<file path="src/rtl/fsm_count_pkg.sv">
// Shared types and constants for the two-digit BCD seconds counter.
package fsm_count_pkg;

  // Controller states: paused/initial, incrementing, terminal at 59.
  typedef enum logic [1:0] {
    IDLE  = 2'd0,
    COUNT = 2'd1,
    DONE  = 2'd2
  } state_t;

  // Highest legal value of each digit before it wraps.
  localparam logic [3:0] UNITS_MAX = 4'd9;
  localparam logic [3:0] TENS_MAX  = 4'd5;

  // True when the next increment lands the count on 59.
  function automatic logic is_pre_terminal(input logic [3:0] tens,
                                           input logic [3:0] units);
    return (tens == TENS_MAX) && (units == (UNITS_MAX - 4'd1));
  endfunction

endpackage

</file>
<file path="src/rtl/fsm_count_bcd_digit.sv">
// One registered BCD digit: increments when enabled, wraps to zero after MAX
// and raises carry on the enabled wrap. Codes above MAX also wrap, so a
// corrupted digit recovers on its next increment.
module fsm_count_bcd_digit #(
  parameter logic [3:0] MAX = 4'd9
) (
  input  logic       clk,
  input  logic       reset,
  input  logic       en,
  output logic [3:0] q,
  output logic       carry
);

  logic [3:0] q_q;
  logic [3:0] q_d;
  logic       at_max;

  assign at_max = (q_q >= MAX);
  assign carry  = en && at_max;
  assign q      = q_q;

  // Next digit value: hold, increment, or wrap to zero with carry.
  always_comb begin
    q_d = q_q;
    if (en) begin
      q_d = at_max ? 4'd0 : (q_q + 4'd1);
    end
  end

  // Digit register, cleared asynchronously.
  always_ff @(posedge clk or posedge reset) begin
    if (reset) begin
      q_q <= 4'd0;
    end else begin
      q_q <= q_d;
    end
  end

endmodule

</file>
<file path="src/rtl/fsm_count.sv">
// Two-digit BCD counter 00..59 with a small controller: counts while start
// is high, pauses while low, and locks at 59 with F set until reset.
module fsm_count
  import fsm_count_pkg::*;
(
  input  logic       start,
  input  logic       clk,
  input  logic       reset,
  output logic       F,
  output logic [3:0] units,
  output logic [3:0] tens
);

  state_t     state_q;
  state_t     state_d;
  logic       f_q;
  logic       f_d;
  logic       inc_en;
  logic       units_carry;
  logic       tens_carry;
  logic [3:0] units_val;
  logic [3:0] tens_val;

  // The count may only advance outside the terminal state.
  assign inc_en = start && (state_q != DONE);

  fsm_count_bcd_digit #(.MAX(UNITS_MAX)) u_units (
    .clk   (clk),
    .reset (reset),
    .en    (inc_en),
    .q     (units_val),
    .carry (units_carry)
  );

  fsm_count_bcd_digit #(.MAX(TENS_MAX)) u_tens (
    .clk   (clk),
    .reset (reset),
    .en    (units_carry),
    .q     (tens_val),
    .carry (tens_carry)
  );

  // Next state and finish flag. Any increment that lands on 59 enters DONE,
  // including a resume from a pause at 58, so the count can never pass 59.
  always_comb begin
    state_d = state_q;
    f_d     = 1'b0;
    case (state_q)
      IDLE: begin
        if (start) begin
          state_d = is_pre_terminal(tens_val, units_val) ? DONE : COUNT;
        end
      end
      COUNT: begin
        if (!start) begin
          state_d = IDLE;
        end else if (is_pre_terminal(tens_val, units_val)) begin
          state_d = DONE;
        end
      end
      DONE: begin
        state_d = DONE;
      end
      default: begin
        state_d = IDLE;
      end
    endcase
    f_d = (state_d == DONE);
  end

  // State and flag registers, cleared asynchronously.
  always_ff @(posedge clk or posedge reset) begin
    if (reset) begin
      state_q <= IDLE;
      f_q     <= 1'b0;
    end else begin
      state_q <= state_d;
      f_q     <= f_d;
    end
  end

  assign F     = f_q;
  assign units = units_val;
  assign tens  = tens_val;

  // The tens digit never wraps in normal operation; its carry is unused.
  logic unused_tens_carry;
  assign unused_tens_carry = tens_carry;

endmodule

</file>
<file path="config.mk">
export PLATFORM = sky130hd
export DESIGN_NAME = fsm_count
export DESIGN_NICKNAME = d
export VERILOG_FILES = /design/src/rtl/fsm_count_pkg.sv /design/src/rtl/fsm_count_bcd_digit.sv /design/src/rtl/fsm_count.sv
export SDC_FILE = /design/constraint.sdc
export NUM_CORES = 1
export LEC_CHECK = 0
export CAP_MARGIN = 5
export CELL_PAD_IN_SITES_DETAIL_PLACEMENT = 1
export CELL_PAD_IN_SITES_GLOBAL_PLACEMENT = 1
export CORE_MARGIN = 2
export CORE_UTILIZATION = 37
export DETAILED_ROUTE_END_ITERATION = 6
export PLACE_DENSITY = 0.81
export SYNTH_ARGS = -nofsm -noshare
export SYNTH_HDL_FRONTEND = slang
export SYNTH_SLANG_ARGS = --single-unit
</file>
<file path="constraint.sdc">
create_clock -name clk -period 1.7 [get_ports clk]
set_clock_uncertainty 0.15 [all_clocks]
set_input_delay 0.51 -clock clk [delete_from_list [all_inputs] [get_ports clk]]
set_output_delay 0.51 -clock clk [all_outputs]
set_load 0.02 [all_outputs]
</file>
-- Word level (Yosys, flattened, before mapping)
Cells that the tools add are included.
- bits in registers: 11
- input port bits: 3
- output and inout port bits: 9
- $add $sub $neg: 2
- $lt $le $gt $ge: 2
- equality and inequality tests: 6
- multiplexer cells: 7
- reductions and logical operators: 4
- operators with widths (kind ; number):
    adder 4 x 1 -> 4 bit, second input constant ; 2
    2-to-1 mux 2 bit ; 4
    2-to-1 mux 4 bit ; 2
    case mux 2 bit (3 select lines) ; 1
    equality test 2 bit, second input constant ; 2
    equality test 4 x 3 -> 1 bit, second input constant ; 1
    equality test 4 bit, second input constant ; 1
    >= comparator 4 x 3 -> 1 bit, second input constant ; 1
    >= comparator 4 bit, second input constant ; 1
    logical AND 1 bit ; 3
    equality test 2 x 1 -> 1 bit, second input constant ; 1
    logical NOT 2 bit ; 1
    inequality test 2 bit, second input constant ; 1

-- Depth between registers and ports, before layout
- word-level depth: 6
- mapped depth: 6
- gate-level depth less buffers: 6

-- Modules after synthesis
Synthesis repeated with hierarchy kept, for this count alone.
- cells, all modules: 67
- area total of the unflattened synthesis: 670.6 um^2
- by module, submodules not included (module ; instances ; cells each ; area each (um^2) ; seq. area each (um^2)):
    fsm_count_bcd_digit (u_tens) ; 1 ; 26 ; 264.0 ; 100.1
    fsm_count_bcd_digit (u_units) ; 1 ; 28 ; 244.0 ; 100.1
    fsm_count ; 1 ; 13 ; 162.7 ; 75.1

-- Worst setup path after synthesis
OpenSTA, ideal clock, no wires.
- kind: register to register
- start point: register u_units.q_q[0], in the netlist u_units.q[0]
- end point: register u_tens.q_q[3], in the netlist u_tens.q[3]
- setup time: 124 ps
- arrival time: 1375 ps
- path slack: 51 ps
- cell stages (with the launch flop): 7
- clock period less this slack: 1649 ps
- cell sequence: dfrtp_1 inv_1 ha_1 nand2b_4 o2111a_4 a41oi_2 a21oi_1
- longest elaborated chain between the ends: 2
- RTL lines (element ; RTL line ; RTL):
    start, declared ; fsm_count_bcd_digit.sv:14 ; logic [3:0] q_q;
    start signal, assigned ; fsm_count_bcd_digit.sv:35 ; q_q <= q_d;
    >= comparator 4 bit ; fsm_count_bcd_digit.sv:18 ; assign at_max = (q_q >= MAX);
    logical AND 1 bit ; fsm_count_bcd_digit.sv:19 ; assign carry = en && at_max;
    end signal, assigned ; fsm_count_bcd_digit.sv:35 ;
    end, declared ; fsm_count_bcd_digit.sv:14 ;
No other way between the ends.
A chain may end at the register's enable or synchronous reset.

-- Worst setup path in the final report
- start point: register u_tens.q_q[1], in the netlist u_tens.q[1]
- end point: register u_tens.q_q[2], in the netlist u_tens.q[2]
- longest elaborated chain between the ends: 2
- elaborated cells between the ends (all ways): 3
- RTL lines (element ; RTL line ; RTL):
    adder 4 x 1 -> 4 bit or >= comparator 4 x 3 -> 1 bit (tied branches) ; fsm_count_bcd_digit.sv:26, fsm_count_bcd_digit.sv:18 ;
    2-to-1 mux 4 bit * ; fsm_count_bcd_digit.sv:26 ; q_d = at_max ? 4'd0 : (q_q + 4'd1);
Every way passes the cells marked *; elsewhere a longest branch is shown, timed or not.

==> results <==
[logic make-up after synthesis]
| family | after synthesis | synth area share [%] |
|---|---|---|
| DFF | 11 | 45.8 |
| AOI/OAI and AO/OA | 17 | 21.0 |
| muxes | 1 | 1.67 |
| adders and majority gates | 6 | 12.5 |
| and+or+nand+nor | 15 | 15.8 |
| buffers and inverters | 5 | 3.13 |
[path summary, 6_finish.rpt]
| check | from | endpoint | slack [ns] | depth (start not counted) |
|---|---|---|---|---|
| worst max-delay path | u_tens.q[1] | u_tens.q[2] | 0.03 | 7 |
| worst min-delay path | reset | u_units.q[3] | 0.38 | 2 |
| worst max register to register | u_tens.q[1] | u_tens.q[2] | 0.03 | 7 |
| worst min register to register | state_q[1] | state_q[0] | 0.44 | 2 |
| max in group asynchronous | reset | state_q[1] | 0.73 | 2 |
| min in group clk | state_q[1] | state_q[0] | 0.44 | 2 |
[timing repair]
item                                    4_1_cts  5_1_grt
buffers inserted                              0        1
cloned                                        0        1
resized for setup                             9        8
endpoints found under the setup margin        9        3
pin swaps                                     0        1
[power by group]
part	total [mW]	switching [mW]	internal, mW
combinational	0.902	0.500	0.402
clock	0.177	0.0865	0.0905
sequential	0.399	0.0508	0.348
total	1.48	0.637	0.841
[layer usage]
layer,up-vias,global-route usage [%]
li1,255,-
met3,4,2.45
met4,0,9.09
met5,-,0
met2,8,27.1
met1,252,21.6
[worst register-to-register path, cell delays in order, from the launching register on]
cell	delay, ns
dfrtp_1	0.36
buf_4	0.13
inv_1	0.06
ha_1	0.20
nand2b_1	0.19
a21o_1	0.21
o21ai_0	0.17
o2bb2ai_1	0.13
[layout by cell type (no fill, tap or decap), types with 2 or more instances in the layout]
cell type / synthesis / final
dfrtp_1: 11 / 11
buf_4: 0 / 10
o21ai_0: 8 / 8
dlygate4sd2_1: 0 / 8
nand2b_1: 5 / 5
nand3_1: 4 / 4
ha_1: 6 / 4
inv_1: 5 / 3
clkbuf_4: 0 / 3
nand2_1: 2 / 2
o2bb2ai_1: 2 / 2
inv_2: 0 / 2
clkdlybuf4s50_1: 0 / 2
[sequential cells by signal, indices dropped and copies added (netlist names)]
register / cells
F: 1
state_q: 2
u_tens.q: 4
u_units.q: 4
[per-stage QoR]
stage	cells	area, um^2
CTS	95	813
finish	97	853
global placement	91	798
floorplan	55	601
detailed placement	91	798
global route	97	853
[area by class of cell]
class / instances / area [um^2]
fillers: 176 / 653
multi-input cells: 40 / 338
flip-flops and latches: 11 / 275
repair buffers: 21 / 175
clock buffers: 4 / 26.3
well taps: 16 / 20.0
inverters: 5 / 18.8
==> flow_metrics.tcl <==
set metrics [dict create \
    status "completed" \
    drt-met1-wl_um 719 \
    synth_area_um2 601 \
    cp-end-kind "flop" \
    critPathTopFamily "compound AO/OA/AOI/OAI gates" \
    overflow 0 \
    die_y_um 44.3 \
    cts_tree "built" \
    wirelength_mm 1.54 \
    timing.hold.ws_ns 0.381 \
    p_leak_nw 0.420 \
    numPortBuffers 11 \
    netlist-cell-type-count 19 \
    place.gp.congestion 0.770 \
    avgViaCountPerCell 5.35 \
    worstSetupPathType "flop to flop" \
    tns_ns 0 \
    ctsHoldBuffers 0 \
    setup_ws_ns 0.0327 \
    grt_use_total_pct 16.8 \
    tightest_slew_ns 0.416 \
    clockRootBuffer "clkbuf_4" \
    yosysSeqAreaShare_pct 45.8 \
    drv_slew 0 \
    crit_path_max_fanout 3 \
    synth_top_cell_by_area "dfrtp_1" \
    syn_area_per_cell_um2 10.9 \
    place_hpwl_mm 1.08 \
    slowest_stage "dfrtp_1" \
    crit_required_ns 1.74 \
    drt_iter0_markers 7 \
    ys_seq_elements 11 \
    synth_fp_nets 64 \
    cts_num_sinks 11 \
    boundaryPins 12 \
    place_ws_ns -0.139 \
    synthArstFlopShare_pct 100 \
    routedWlPerCell_um 15.9 \
    dieArea_mm2 0.00196 \
    fin_nets 91 \
    grt_max_degree 12 \
    path_clk_slew_ns 0.07 \
    p_per_area_mw_per_mm2 1730 \
    synth.top_cell.area_share_pct 45.8 \
    hp-class "input pin to asynchronous set/reset pin" \
    fp-row-count 14 \
    grt_pass1_vias 504 \
    diodes 0 \
    highest_layer "met4" \
    htreeDepth 1 \
    fin_crit_sh_pct 98.1 \
    fmax_ghz 0.600 \
    area_delta_synth_final_pct 42.1 \
    post-route-util_pct 56.6 \
    yosysWarnings 0 \
    drv_cap 0 \
    total_power_mw 1.48 \
    ys.flop_type "dfrtp_1" \
    core_mm2 0.00151 \
    finalCriticalPeriod_ns 1.67 \
    drive_gt1_share_pct 28.4 \
    ir_drop_v 0.000741 \
    clock_latency_ns 0.26 \
    drc 0 \
    slew-limit-headroom_pct 72.2 \
    cp_data_arrival_time_ns 1.71 \
    yosys-top-cells-area "dfrtp_1 (46%), ha_1 (13%), o21ai_0 (6.7%)" \
    synth-edff-count 0 \
    met2_length_um 755 \
    cts_max_path_buffers 2 \
    crit_buf_inv 2 \
    setup_violations 0 \
    startpoint_type "flop" \
    netlist_top_cells_count "dfrtp_1 (11), o21ai_0 (8), ha_1 (6), inv_1 (5), nand2b_1 (5)" \
    path_cells "buf_4 > inv_1 > ha_1 > nand2b_1 > a21o_1 > o21ai_0 > o2bb2ai_1" \
    antenna_found_initial 0 \
    ant_nets 0 \
    cp_slowest_stage_delay_ns 0.36 \
    num_vias 519 \
    hold_viol 0 \
    start_util_pct 39.9 \
    syn_inst 55 \
    wl_met3_um 30 \
    firstDrtPassIters 4 \
    numCtsBuffers 3 \
    yosysMostFrequentCell "dfrtp_1" \
    die-width_um 44.3 \
    grt_pass1_wl_mm 2.34 \
]
Note: power is estimated with default switching activity, not from simulation.
==> RTL edit, RTL diff (config.mk and constraints unchanged) <==
Reset style: synchronous (`reset`), changed in 2 clocked blocks. Comments in the files are not updated.
--- a/src/rtl/fsm_count_bcd_digit.sv
+++ b/src/rtl/fsm_count_bcd_digit.sv
@@ -28,7 +28,7 @@
   end
 
   // Digit register, cleared asynchronously.
-  always_ff @(posedge clk or posedge reset) begin
+  always_ff @(posedge clk) begin
     if (reset) begin
       q_q <= 4'd0;
     end else begin
--- a/src/rtl/fsm_count.sv
+++ b/src/rtl/fsm_count.sv
@@ -69,7 +69,7 @@
   end
 
   // State and flag registers, cleared asynchronously.
-  always_ff @(posedge clk or posedge reset) begin
+  always_ff @(posedge clk) begin
     if (reset) begin
       state_q <= IDLE;
       f_q     <= 1'b0;
Function: differs if reset is asserted again (counterexample within 4 cycles, from zero or initial values and one cycle with reset high); with reset held inactive, the same outputs for 10 cycles.
==> RTL edit against the unedited design <==
  * Final area up 5.1%
  * Sequential cell count unchanged
  * Die area down 4.8%
  * Setup slack worse by 0.028 ns
  * Final cell count up 10%
  * Area after synthesis down 5.2%
  * Global-route usage up 3.0 points
  * Routed wire length up 5.4%
  * Critical path type is now reg2out
Power is not compared: it rests on default switching activity, and its combinational part moved more than twofold at a synthesized area within 25%.
==> RTL edit: results (changes against the unedited design) <==
pin count of the biggest net entering global routing 11 (was 12); CP top delay family flip-flops (was compound AO/OA/AOI/OAI gates); r2r startpoint u_units.q[0] (was u_tens.q[1]); DP Worst Slack -0.133 ns (was -0.139 ns); DP HPWL 1160 um (was 1080 um); number of fill cells 179 (was 176); share of layout cells above drive strength 1 37.4% (was 28.4%); GRT Total Usage 19.8% (was 16.8%); mux cell area share after synthesis 1.76% (was 1.67%); normalized max-slew margin 83.8% (was 72.2%); Worst R2R Setup Slack 0.01 ns (was 0.03 ns); Tightest Hold Check Type reg2reg (was in2async); Iter 0 DRT Violations 6 (was 7); Post-synth top cells 11 x dfxtp_1, 6 x a21oi_1, 6 x ha_1, 6 x nand2_1, 5 x inv_1 (was 11 x dfrtp_1, 8 x o21ai_0, 6 x ha_1, 5 x inv_1, 5 x nand2b_1); RR Endpoint u_tens.q[0] (was u_tens.q[2]); outcome finished clean (unchanged); prevailing post-synth register cell dfxtp_1 (was dfrtp_1); syn_nets 72 (was 64); Compound-Gate Fraction of Synth Area 13.0% (was 21.0%); Worst R2R Path Depth 6 (was 7); Fin Hold WS 0.304 ns (was 0.381 ns); crit-path max FO 6 (was 3); vias in the first global route 588 (was 504); # diodes 0 (unchanged); sequential share of the synthesized area 38.7% (was 45.8%); CP max stage cell dfxtp_1 (was dfrtp_1); drt total wl 1620 um (was 1540 um); nets 101 (was 91); Synth cell types 26 (was 19); Post-Synth Adder-Cell Area 13.2% (was 12.5%); first-pass GRT wire length 2610 um (was 2340 um); WP data arrival 1.04 ns (was 1.71 ns); Clk Latency, worst-skew pair 0.28 ns (was 0.26 ns)
[RTL edit: cell families after synthesis]
| group | Yosys count |
|---|---|
| mux | 1 |
| flops | 11 |
| buf+inv | 7 |
| simple gates | 26 |
| fa+ha+maj | 6 |
| compound gates | 12 |
[RTL edit: per-stage QoR]
step	area, um^2	std cells	util (%)	TNS (ns)
floorplan	582	63	-	-0.181
global placement	771	98	52.4	-0.315
detailed placement	771	98	52.4	-0.554
CTS	861	107	58.5	-0.0452
global route	897	107	61.0	-0.169
finish	897	107	61.0	0
[RTL edit: what timing repair did]
action	in CTS	in global routing
pin swaps	6	3
gates resized for setup	22	8
endpoints found under the setup margin	12	8
buffers inserted	5	0
endpoints found under the hold margin	0	0
[RTL edit: layout make-up]
type                       instances  area share [%]
clock buffer                       4            2.93
sequential                        11            25.8
inverter                           5            2.65
tap                               16            2.23
multi-input combinational         45            42.3
timing repair buffer              26            24.1
[RTL edit: report_power, final]
part	leakage [nW]	internal [mW]	switching (mW)
clock network	0.0150	0.0910	0.0942
registers	0.0914	0.260	0.00718
logic	0.270	0.0479	0.0368
total	0.376	0.399	0.138
[RTL edit: metal layers]
metal | up-vias | part of all wire (%) | global-route usage [%]
met3 | 2 | 3.9 | 6.38
met5 | - | 0 | 0
met1 | 275 | 41 | 21.0
met2 | 18 | 54 | 34.9
li1 | 273 | - | -
met4 | 0 | 1.2 | 9.09
[RTL edit: worst max path at each step]
stage | startpoint | slack (ns) | cells past startpoint | end
finish | u_tens.q[0] | 0.004 | 1 | tens[0]
floorplan | u_units.q[1] | -0.09 | 7 | u_tens.q[0]
CTS | u_units.q[1] | -0.04 | 6 | u_tens.q[1]
global placement | reset | -0.07 | 4 | u_tens.q[2]
global route | u_units.q[1] | -0.05 | 6 | u_tens.q[0]
detailed placement | start | -0.13 | 4 | u_tens.q[0]
